==> config.mk <==
export PLATFORM = sky130hd
export DESIGN_NAME = cmd_tx_enc
export DESIGN_NICKNAME = d
export VERILOG_FILES = /design/src/rtl/cmd_tx_enc.sv
export SDC_FILE = /design/constraint.sdc
export NUM_CORES = 1
export LEC_CHECK = 0
export CAP_MARGIN = 5
export CORE_MARGIN = 4
export CORE_UTILIZATION = 35
export DETAILED_ROUTE_END_ITERATION = 8
export PLACE_DENSITY = 0.68
export SLEW_MARGIN = 10
export SYNTH_ARGS = -nofsm -noshare
export SYNTH_HDL_FRONTEND = slang
export SYNTH_SLANG_ARGS = --single-unit
==> constraint.sdc <==
create_clock -name clk -period 5.4 [get_ports clk]
set_clock_uncertainty 0.15 [all_clocks]
set_input_delay 0.81 -clock clk [delete_from_list [all_inputs] [get_ports clk]]
set_output_delay 0.81 -clock clk [all_outputs]
set_load 0.01 [all_outputs]
==> src/rtl/cmd_tx_enc.sv <==
// cmd_tx_enc -- transmit-side command encoder for the UART command link.
//
// Converts single-cycle button trigger pulses into ASCII command bytes
// ('R' 0x52, 'L' 0x4C, 'U' 0x55), optionally follows each one with a 0x0A
// terminator, and feeds the bytes to a UART transmitter through a
// start/busy/done handshake. One request per command can be pending; pending
// requests are served round-robin in the order R -> L -> U -> R.
//
// Parameters
//   APPEND_LF   1: send 0x0A after every command byte, 0: command bytes only
//   OVF_W       width of the saturating dropped-trigger counter
//
// Ports
//   clk          in   1      system clock, rising edge
//   rst_n        in   1      asynchronous reset, active low
//   btn_r_trig   in   1      1-cycle pulse: request 'R'
//   btn_l_trig   in   1      1-cycle pulse: request 'L'
//   btn_u_trig   in   1      1-cycle pulse: request 'U'
//   tx_busy      in   1      UART transmitter is shifting a byte
//   tx_done      in   1      1-cycle pulse: UART finished the current byte
//   tx_start     out  1      1-cycle pulse: load tx_data into the UART
//   tx_data      out  8      byte to send, stable from tx_start until tx_done
//   pending      out  3      {U,L,R} requests waiting to be sent
//   ovf_cnt      out  OVF_W  triggers dropped because already pending
module cmd_tx_enc #(
  parameter int unsigned APPEND_LF = 1,
  parameter int unsigned OVF_W     = 8
) (
  input  logic             clk,
  input  logic             rst_n,
  input  logic             btn_r_trig,
  input  logic             btn_l_trig,
  input  logic             btn_u_trig,
  input  logic             tx_busy,
  input  logic             tx_done,
  output logic             tx_start,
  output logic [7:0]       tx_data,
  output logic [2:0]       pending,
  output logic [OVF_W-1:0] ovf_cnt
);

  typedef enum logic [1:0] {
    IDLE,
    WAIT_CMD,
    SEND_LF,
    WAIT_LF
  } state_t;

  // Values double as bit positions in pending / grant.
  typedef enum logic [1:0] {
    CMD_R = 2'd0,
    CMD_L = 2'd1,
    CMD_U = 2'd2
  } cmd_t;

  localparam logic [7:0]  LF_BYTE = 8'h0A;
  localparam int unsigned SUM_W   = OVF_W + 2;

  function automatic cmd_t rr_succ(input cmd_t c);
    case (c)
      CMD_R:   return CMD_L;
      CMD_L:   return CMD_U;
      default: return CMD_R;
    endcase
  endfunction

  function automatic logic [7:0] cmd_ascii(input cmd_t c);
    case (c)
      CMD_R:   return 8'h52;
      CMD_L:   return 8'h4C;
      default: return 8'h55;
    endcase
  endfunction

  state_t           state;
  state_t           state_nxt;
  cmd_t             rr_ptr;
  cmd_t             rr_ptr_nxt;
  cmd_t             cand1;
  cmd_t             cand2;
  cmd_t             grant_cmd;
  logic             grant_vld;
  logic [2:0]       grant;
  logic [2:0]       trig;
  logic [2:0]       drop;
  logic [2:0]       pending_nxt;
  logic [1:0]       drop_cnt;
  logic [SUM_W-1:0] ovf_sum;
  logic [OVF_W-1:0] ovf_nxt;
  logic             tx_start_nxt;
  logic [7:0]       tx_data_nxt;

  // Round-robin pick: first pending command at or after rr_ptr.
  always_comb begin
    cand1     = rr_succ(rr_ptr);
    cand2     = rr_succ(cand1);
    grant_vld = 1'b1;
    grant_cmd = rr_ptr;
    if (pending[rr_ptr]) begin
      grant_cmd = rr_ptr;
    end else if (pending[cand1]) begin
      grant_cmd = cand1;
    end else if (pending[cand2]) begin
      grant_cmd = cand2;
    end else begin
      grant_vld = 1'b0;
    end
  end

  // Next-state logic; tx_start/tx_data are registered so their next values
  // are decided here alongside the state.
  always_comb begin
    state_nxt    = state;
    rr_ptr_nxt   = rr_ptr;
    tx_start_nxt = 1'b0;
    tx_data_nxt  = tx_data;
    grant        = '0;
    case (state)
      IDLE: begin
        if (grant_vld && !tx_busy) begin
          grant        = 3'b001 << grant_cmd;
          tx_start_nxt = 1'b1;
          tx_data_nxt  = cmd_ascii(grant_cmd);
          rr_ptr_nxt   = rr_succ(grant_cmd);
          state_nxt    = WAIT_CMD;
        end
      end
      WAIT_CMD: begin
        if (tx_done) begin
          state_nxt = (APPEND_LF != 0) ? SEND_LF : IDLE;
        end
      end
      SEND_LF: begin
        if (!tx_busy) begin
          tx_start_nxt = 1'b1;
          tx_data_nxt  = LF_BYTE;
          state_nxt    = WAIT_LF;
        end
      end
      WAIT_LF: begin
        if (tx_done) begin
          state_nxt = IDLE;
        end
      end
      default: state_nxt = IDLE;
    endcase
  end

  // Pending capture. A trigger arriving on the cycle its own bit is granted
  // re-arms the bit instead of counting as a drop.
  always_comb begin
    trig        = {btn_u_trig, btn_l_trig, btn_r_trig};
    drop        = trig & pending & ~grant;
    pending_nxt = (pending & ~grant) | trig;
    drop_cnt    = 2'(drop[0]) + 2'(drop[1]) + 2'(drop[2]);
    ovf_sum     = SUM_W'(ovf_cnt) + SUM_W'(drop_cnt);
    // Up to three drops per cycle; clamp at all-ones on carry-out.
    if (|ovf_sum[SUM_W-1:OVF_W]) begin
      ovf_nxt = '1;
    end else begin
      ovf_nxt = ovf_sum[OVF_W-1:0];
    end
  end

  always_ff @(posedge clk or negedge rst_n) begin
    if (!rst_n) begin
      state  <= IDLE;
      rr_ptr <= CMD_R;
    end else begin
      state  <= state_nxt;
      rr_ptr <= rr_ptr_nxt;
    end
  end

  always_ff @(posedge clk or negedge rst_n) begin
    if (!rst_n) begin
      tx_start <= 1'b0;
      tx_data  <= '0;
      pending  <= '0;
      ovf_cnt  <= '0;
    end else begin
      tx_start <= tx_start_nxt;
      tx_data  <= tx_data_nxt;
      pending  <= pending_nxt;
      ovf_cnt  <= ovf_nxt;
    end
  end

endmodule

==> out/metrics.cfg, run 1 <==
[setup_path]
rrSetupSlack_ns = 1.87
reg2regPathDepth = 11
cp-end-kind = flip-flop
worstSetupPathType = input pin to flip-flop
start_kind = input pin
reg2reg_from = pending[0]
cp_data_arrival_time_ns = 3.80
crit_path_start = tx_busy
cp.required_ns = 5.38
crit_fanout = 6
r2r_end = ovf_cnt[3]

[yosys]
netlist_area_sq_mm = 0.00131
synth_ff_type = dfrtp_1
async_reset_ff_frac = 1.00
synth_edf_count = 0
synth_seq_cells = 22
ys_types = 46
avgSynthCellArea_sq_um = 10.3
synthCells = 127
yosysSeqAreaShare = 0.422
yosysWarnings = 0

[clocking]
cts_made_buffers = 3
cts_root_buf = clkbuf_8
cts_max_path_buffers = 2
cts_tree = yes
post_cts_buffers = 0
cts_resized = 0
ctsHoldBuffers = 0
clk-insertion-delay-late_ns = 0.26
cts.clk_slew.worst_paths_ns = 0.08
cts_max_level = 1
clock-sinks = 22

[die]
die_w_microns = 69.1
io_pins = 27
coreArea_sq_mm = 0.00347
die_area_sq_mm = 0.00477
die_h_microns = 69.1
start_util = 0.376
fp-row-count = 21

[timing]
rsz0062_at_grt = no
period_needed_ns = 3.82
max_freq_ghz = 0.262
relSlewSlack = 0.330
fin_ws_ns = 1.58
fin_crit_sh = 0.708
slew_violations = 0
whs_ns = 0.349
setup-violations-final = 0
final.setup.tns_ns = 0
timing.final.hold_violations = 0
worst_pin_slew_ns = 1.00

[power_and_ir_drop]
power_frac_seq = 0.350
clock_power_share = 0.107
peakVddDrop_mv = 0.227
leakage_nw = 0.751
p_sw_mw = 0.374
swShare = 0.401
p_comb_frac = 0.543
p_int_mw = 0.559
p_per_area_mw_per_mm2 = 572

[drt]
drt_iter0_drc = 38
vias = 1011
drc_errors = 0
drt-pass1-iter-count = 4
routedWlPerCell_microns = 13.1
routed_wl_microns = 2600
routed_via_density = 5.11
ant_nets = 0

[hold_path]
hold_path_end = tx_data[2]
hold_path.class = flip-flop to flip-flop
hp-start = tx_data[2]
hold_path_depth = 1

[job]
cap_violations = 0

[global_routing]
first_global_vias = 995
grt-ovfl-total = 0
grt_usage = 0.111
grt_max_degree = 23
grt_pass1_wl_microns = 4500
antenna_found_initial = 0

[place]
post-place-ws_ns = 1.34
io_buffers = 24
routabilityCongestion = 0.842
dpl.hpwl_microns = 1940

[final_layout]
nets = 169
layout_commonest_cell = clkdlybuf4s50_1
area_growth_pct = 24.8
final_cell_mix = 24 x clkdlybuf4s50_1, 22 x dfrtp_1, 11 x inv_1, 11 x nand2_1, 8 x nor2_1
layout-drive-gt1-share = 0.0789
nFillCells = 343
diodes = 0

[status]
status = finished clean

## state kept, by name, indices dropped and copies added (netlist names)
register,flops
tx_start,1
state,2
pending,3
ovf_cnt,8
rr_ptr,2
tx_data,6
## power groups by stage
stage	clock (mW)	combinational (mW)	sequential (mW)
2_1_floorplan	0	0.300	0.340
3_3_place_gp	0	0.500	0.324
3_5_place_dp	0	0.509	0.328
4_1_cts	0.106	0.512	0.325
5_1_grt	0.113	0.566	0.339
6_report	0.100	0.506	0.326
## critical path, stage by stage
cell and delay, ns:
clkdlybuf4s50_1 0.52, inv_1 0.13, o211ai_2 0.14, and3b_1 0.24, a21o_1 0.19, fa_1 0.48, inv_1 0.04, ha_1 0.21
fa_1 0.44, and4_1 0.27, nand4_1 0.18, o21ai_0 0.14
## logic make-up (layout without fill, tap and decap cells)
family	Yosys count	count (layout)	share of synthesized area
flip-flops	22	22	0.422
multiplexers	5	5	0.0412
AO/OA/AOI/OAI	35	35	0.227
other	1	2	0.00287
adder cells (fa/ha/maj)	8	8	0.0882
AND/OR/NAND/NOR	40	40	0.159
XOR/XNOR	2	2	0.0134
buffers and inverters	14	38	0.0460
## routing by layer
| layer | vias up | global-route usage | share of wire |
|---|---|---|---|
| li1 | 498 | - | - |
| met1 | 484 | 0.149 | 0.48 |
| met2 | 25 | 0.175 | 0.47 |
| met3 | 4 | 0.0305 | 0.043 |
| met4 | 0 | 0.0325 | 0.0069 |
| met5 | - | 0 | 0 |
## worst max path at each step
stage	slack (ns)	to
6_report	1.58	ovf_cnt[3]
3_3_place_gp	1.44	ovf_cnt[3]
2_1_floorplan	2.09	ovf_cnt[3]
5_1_grt	1.44	ovf_cnt[3]
3_5_place_dp	1.34	ovf_cnt[3]
4_1_cts	1.60	ovf_cnt[3]
## cell type report
cell class,count,area [sq um],area share
clock buffer,3,41.3,0.0253
timing repair buffer,24,240,0.147
tap,46,57.6,0.0353
inverter,11,41.3,0.0253
multi-input combinational,92,698,0.429
sequential,22,551,0.338
## metrics by stage
stage                     utilization  cells  total power, mW  instance area [sq um]
after floorplan                     -    128            0.640                   1310
after global placement          0.458    195            0.824                   1590
after detailed placement        0.458    195            0.837                   1590
after CTS                       0.470    198            0.943                   1630
after global routing            0.470    198             1.02                   1630
final                           0.470    198            0.932                   1630
## cells in the mapped netlist (all sizes together), types with 4 or more instances
library cell	number	share of area
dfrtp	22	0.42
inv	11	0.032
nand2	11	0.032
nor2	8	0.023
a21oi	6	0.023
ha	6	0.058
nand2b	5	0.024
o21ai	5	0.028
a21o	4	0.023
Note: power is estimated with default switching activity, not from simulation.
==> run 2, diff against run 1 <==
--- a/config.mk
+++ b/config.mk
@@ -9,7 +9,7 @@
 export CORE_MARGIN = 4
 export CORE_UTILIZATION = 35
 export DETAILED_ROUTE_END_ITERATION = 8
-export PLACE_DENSITY = 0.68
+export PLACE_DENSITY = 0.7
 export SLEW_MARGIN = 10
 export SYNTH_ARGS = -nofsm -noshare
 export SYNTH_HDL_FRONTEND = slang
==> constraint.sdc (replaced) <==
create_clock -name clk -period 3.3 [get_ports clk]
set_clock_uncertainty 0.15 [all_clocks]
set_input_delay 0.495 -clock clk [delete_from_list [all_inputs] [get_ports clk]]
set_output_delay 0.495 -clock clk [all_outputs]
set_load 0.01 [all_outputs]
==> run 2 against run 1 <==
Count of clock-buffer cells in the layout increased by 1. First-iteration DRC count rose by 140%. Design area grew 8.0%. Critical endpoint is now ovf_cnt[7]. Largest cell class unchanged. Highest routed layer unchanged.
==> out/metrics.cfg, run 2 (synthesis results as in run 1) <==
[status]
status = finished clean  ; unchanged

[final_layout]
nFillCells = 327  ; was 343
largest_register = ovf_cnt  ; unchanged
multiInputGateArea_sq_um = 719  ; was 698 sq um
register_area_sq_um = 553  ; was 551 sq um
fin_cells = 211  ; was 198
largest_reg_flops = 8  ; unchanged
diodes = 0  ; unchanged
top_regs = ovf_cnt: 8 flops, tx_data: 6 flops, pending: 3 flops  ; unchanged
layout_commonest_cell = clkdlybuf4s50_1  ; unchanged
area_growth_pct = 34.8  ; was 24.8%
layout-drive-gt1-share = 0.200  ; was 0.0789
final_cell_mix = 23 x clkdlybuf4s50_1, 20 x dfrtp_1, 12 x buf_4, 11 x nand2_1, 10 x inv_1  ; was 24 x clkdlybuf4s50_1, 22 x dfrtp_1, 11 x inv_1, 11 x nand2_1, 8 x nor2_1
nets = 181  ; was 169

[timing]
fin_crit_sh = 0.958
worst_pin_slew_ns = 0.963  ; was 1.00 ns
setup-violations-final = 0  ; unchanged
period_needed_ns = 3.16
timing.final.hold_violations = 0  ; unchanged
rsz0062_at_grt = no  ; unchanged
relSlewSlack = 0.356  ; was 0.330
max_freq_ghz = 0.316
slew_violations = 0  ; unchanged

[drt]
drt_iter0_drc = 90  ; was 38
routed_via_density = 5.05  ; was 5.11
ant_nets = 0  ; unchanged
m1WireLength_microns = 1240  ; was 1250 microns
routed_wl_microns = 2800  ; was 2600 microns
top_layer_used = met4  ; unchanged
vias = 1066  ; was 1011
routedWlPerCell_microns = 13.3  ; was 13.1 microns
wl_met2_microns = 1380  ; was 1220 microns
route.met3.wl_microns = 119  ; was 113 microns
drc_errors = 0  ; unchanged
drt-pass1-iter-count = 6  ; was 4

[clocking]
cts.clk_slew.worst_paths_ns = 0.08  ; about the same
cts_max_level = 1  ; unchanged
cts_max_path_buffers = 2  ; unchanged
cts_tree = yes  ; unchanged
clock-sinks = 22  ; unchanged
cts_root_buf = clkbuf_8  ; unchanged
clk-insertion-delay-late_ns = 0.26  ; about the same
cts_made_buffers = 3  ; unchanged
ctsHoldBuffers = 0  ; unchanged

[setup_path]
reg2regPathDepth = 12  ; was 11
crit_end = ovf_cnt[7]  ; was ovf_cnt[3]
r2r_end = ovf_cnt[7]  ; was ovf_cnt[3]
worstSetupPathType = flip-flop to flip-flop  ; was input pin to flip-flop
crit_path_start = pending[0]  ; was tx_busy
cp-end-kind = flip-flop  ; unchanged
cp_data_arrival_time_ns = 3.16  ; was 3.80 ns
crit_fanout = 4  ; was 6
cp.required_ns = 3.30  ; was 5.38 ns
start_kind = flip-flop  ; was input pin
rrSetupSlack_ns = 0.14  ; was 1.87 ns
reg2reg_from = pending[0]  ; unchanged

[die]
die_area_sq_mm = 0.00477  ; unchanged
start_util = 0.376  ; unchanged
die_h_microns = 69.1  ; unchanged
fp-row-count = 21  ; unchanged
io_pins = 27  ; unchanged
die_w_microns = 69.1  ; unchanged
coreArea_sq_mm = 0.00347  ; unchanged

[power_and_ir_drop]
p_per_area_mw_per_mm2 = 940  ; was 572 mW/mm^2
p_total_mw = 1.65  ; was 0.932 mW
peakVddDrop_mv = 0.386  ; was 0.227 mV
leakage_nw = 0.821  ; was 0.751 nW

[job]
cap_violations = 0  ; unchanged

[place]
routabilityCongestion = 0.830  ; was 0.842
dpl.hpwl_microns = 2160  ; was 1940 microns
io_buffers = 24  ; unchanged
dp_cells = 205  ; was 195

[global_routing]
grt-ovfl-total = 0  ; unchanged
first_global_vias = 1089  ; was 995
grt_pass1_wl_microns = 4720  ; was 4500 microns
grt_usage = 0.119  ; was 0.111
grt_max_degree = 23  ; unchanged
antenna_found_initial = 0  ; unchanged

[hold_path]
hold_path.class = flip-flop to flip-flop  ; unchanged

[run 2: how the worst min path moves through the flow]
stage	endpoint	start	slack, ns	cells after the start
floorplan	ovf_cnt[0]	rst_n	0.05	0
global placement	tx_data[2]	tx_data[2]	0.32	1
detailed placement	tx_data[1]	tx_data[1]	0.37	2
CTS	tx_data[1]	tx_data[1]	0.38	2
global route	tx_data[0]	tx_data[0]	0.40	2
finish	tx_data[1]	tx_data[1]	0.37	2
[run 2: per-layer routing]
layer / up-vias / track usage
met5: - / 0
li1: 522 / -
met3: 6 / 0.0320
met1: 509 / 0.137
met4: 0 / 0.0542
met2: 29 / 0.203
[run 2: layout make-up]
class                           instances  share of cell area
Timing Repair Buffer                   36               0.189
Clock buffer                            4              0.0313
Sequential cell                        22               0.314
Inverter                               11              0.0235
Multi-Input combinational cell         92               0.409
Tap cell                               46              0.0327
[run 2: per-stage QoR]
| step | TNS (ns) | area [sq um] | hold WS, ns | util | worst slack, ns |
|---|---|---|---|---|---|
| floorplan | 0 | 1310 | 0.0494 | - | 0.0151 |
| global placement | -1.20 | 1660 | 0.318 | 0.479 | -0.220 |
| detailed placement | -1.65 | 1660 | 0.367 | 0.479 | -0.311 |
| CTS | 0 | 1720 | 0.380 | 0.496 | 0.0529 |
| global route | 0 | 1760 | 0.404 | 0.507 | 0.0240 |
| finish | 0 | 1760 | 0.372 | 0.507 | 0.140 |
[run 2: worst max-delay path, stage by stage, from the launching register on]
cell and delay [ns]:
dfrtp_1 0.40, or2_4 0.29, o211ai_4 0.18, and3b_2 0.24, a21o_1 0.19, fa_1 0.48
inv_1 0.05, ha_2 0.19, fa_2 0.38, buf_4 0.14, nand2_1 0.05, nand2_1 0.05
mux2_2 0.26
[run 2: power by group]
part | internal (mW) | switching (mW) | leakage (nW)
clock network | 0.106 | 0.0887 | 0.0288
logic | 0.509 | 0.421 | 0.539
registers | 0.395 | 0.133 | 0.253
[run 2: repair_timing]
| item | CTS | global route |
|---|---|---|
| setup buffers | 0 | 2 |
| pin swaps | 0 | 2 |
| setup endpoints to repair | 1 | 7 |
| gates resized for setup | 1 | 11 |
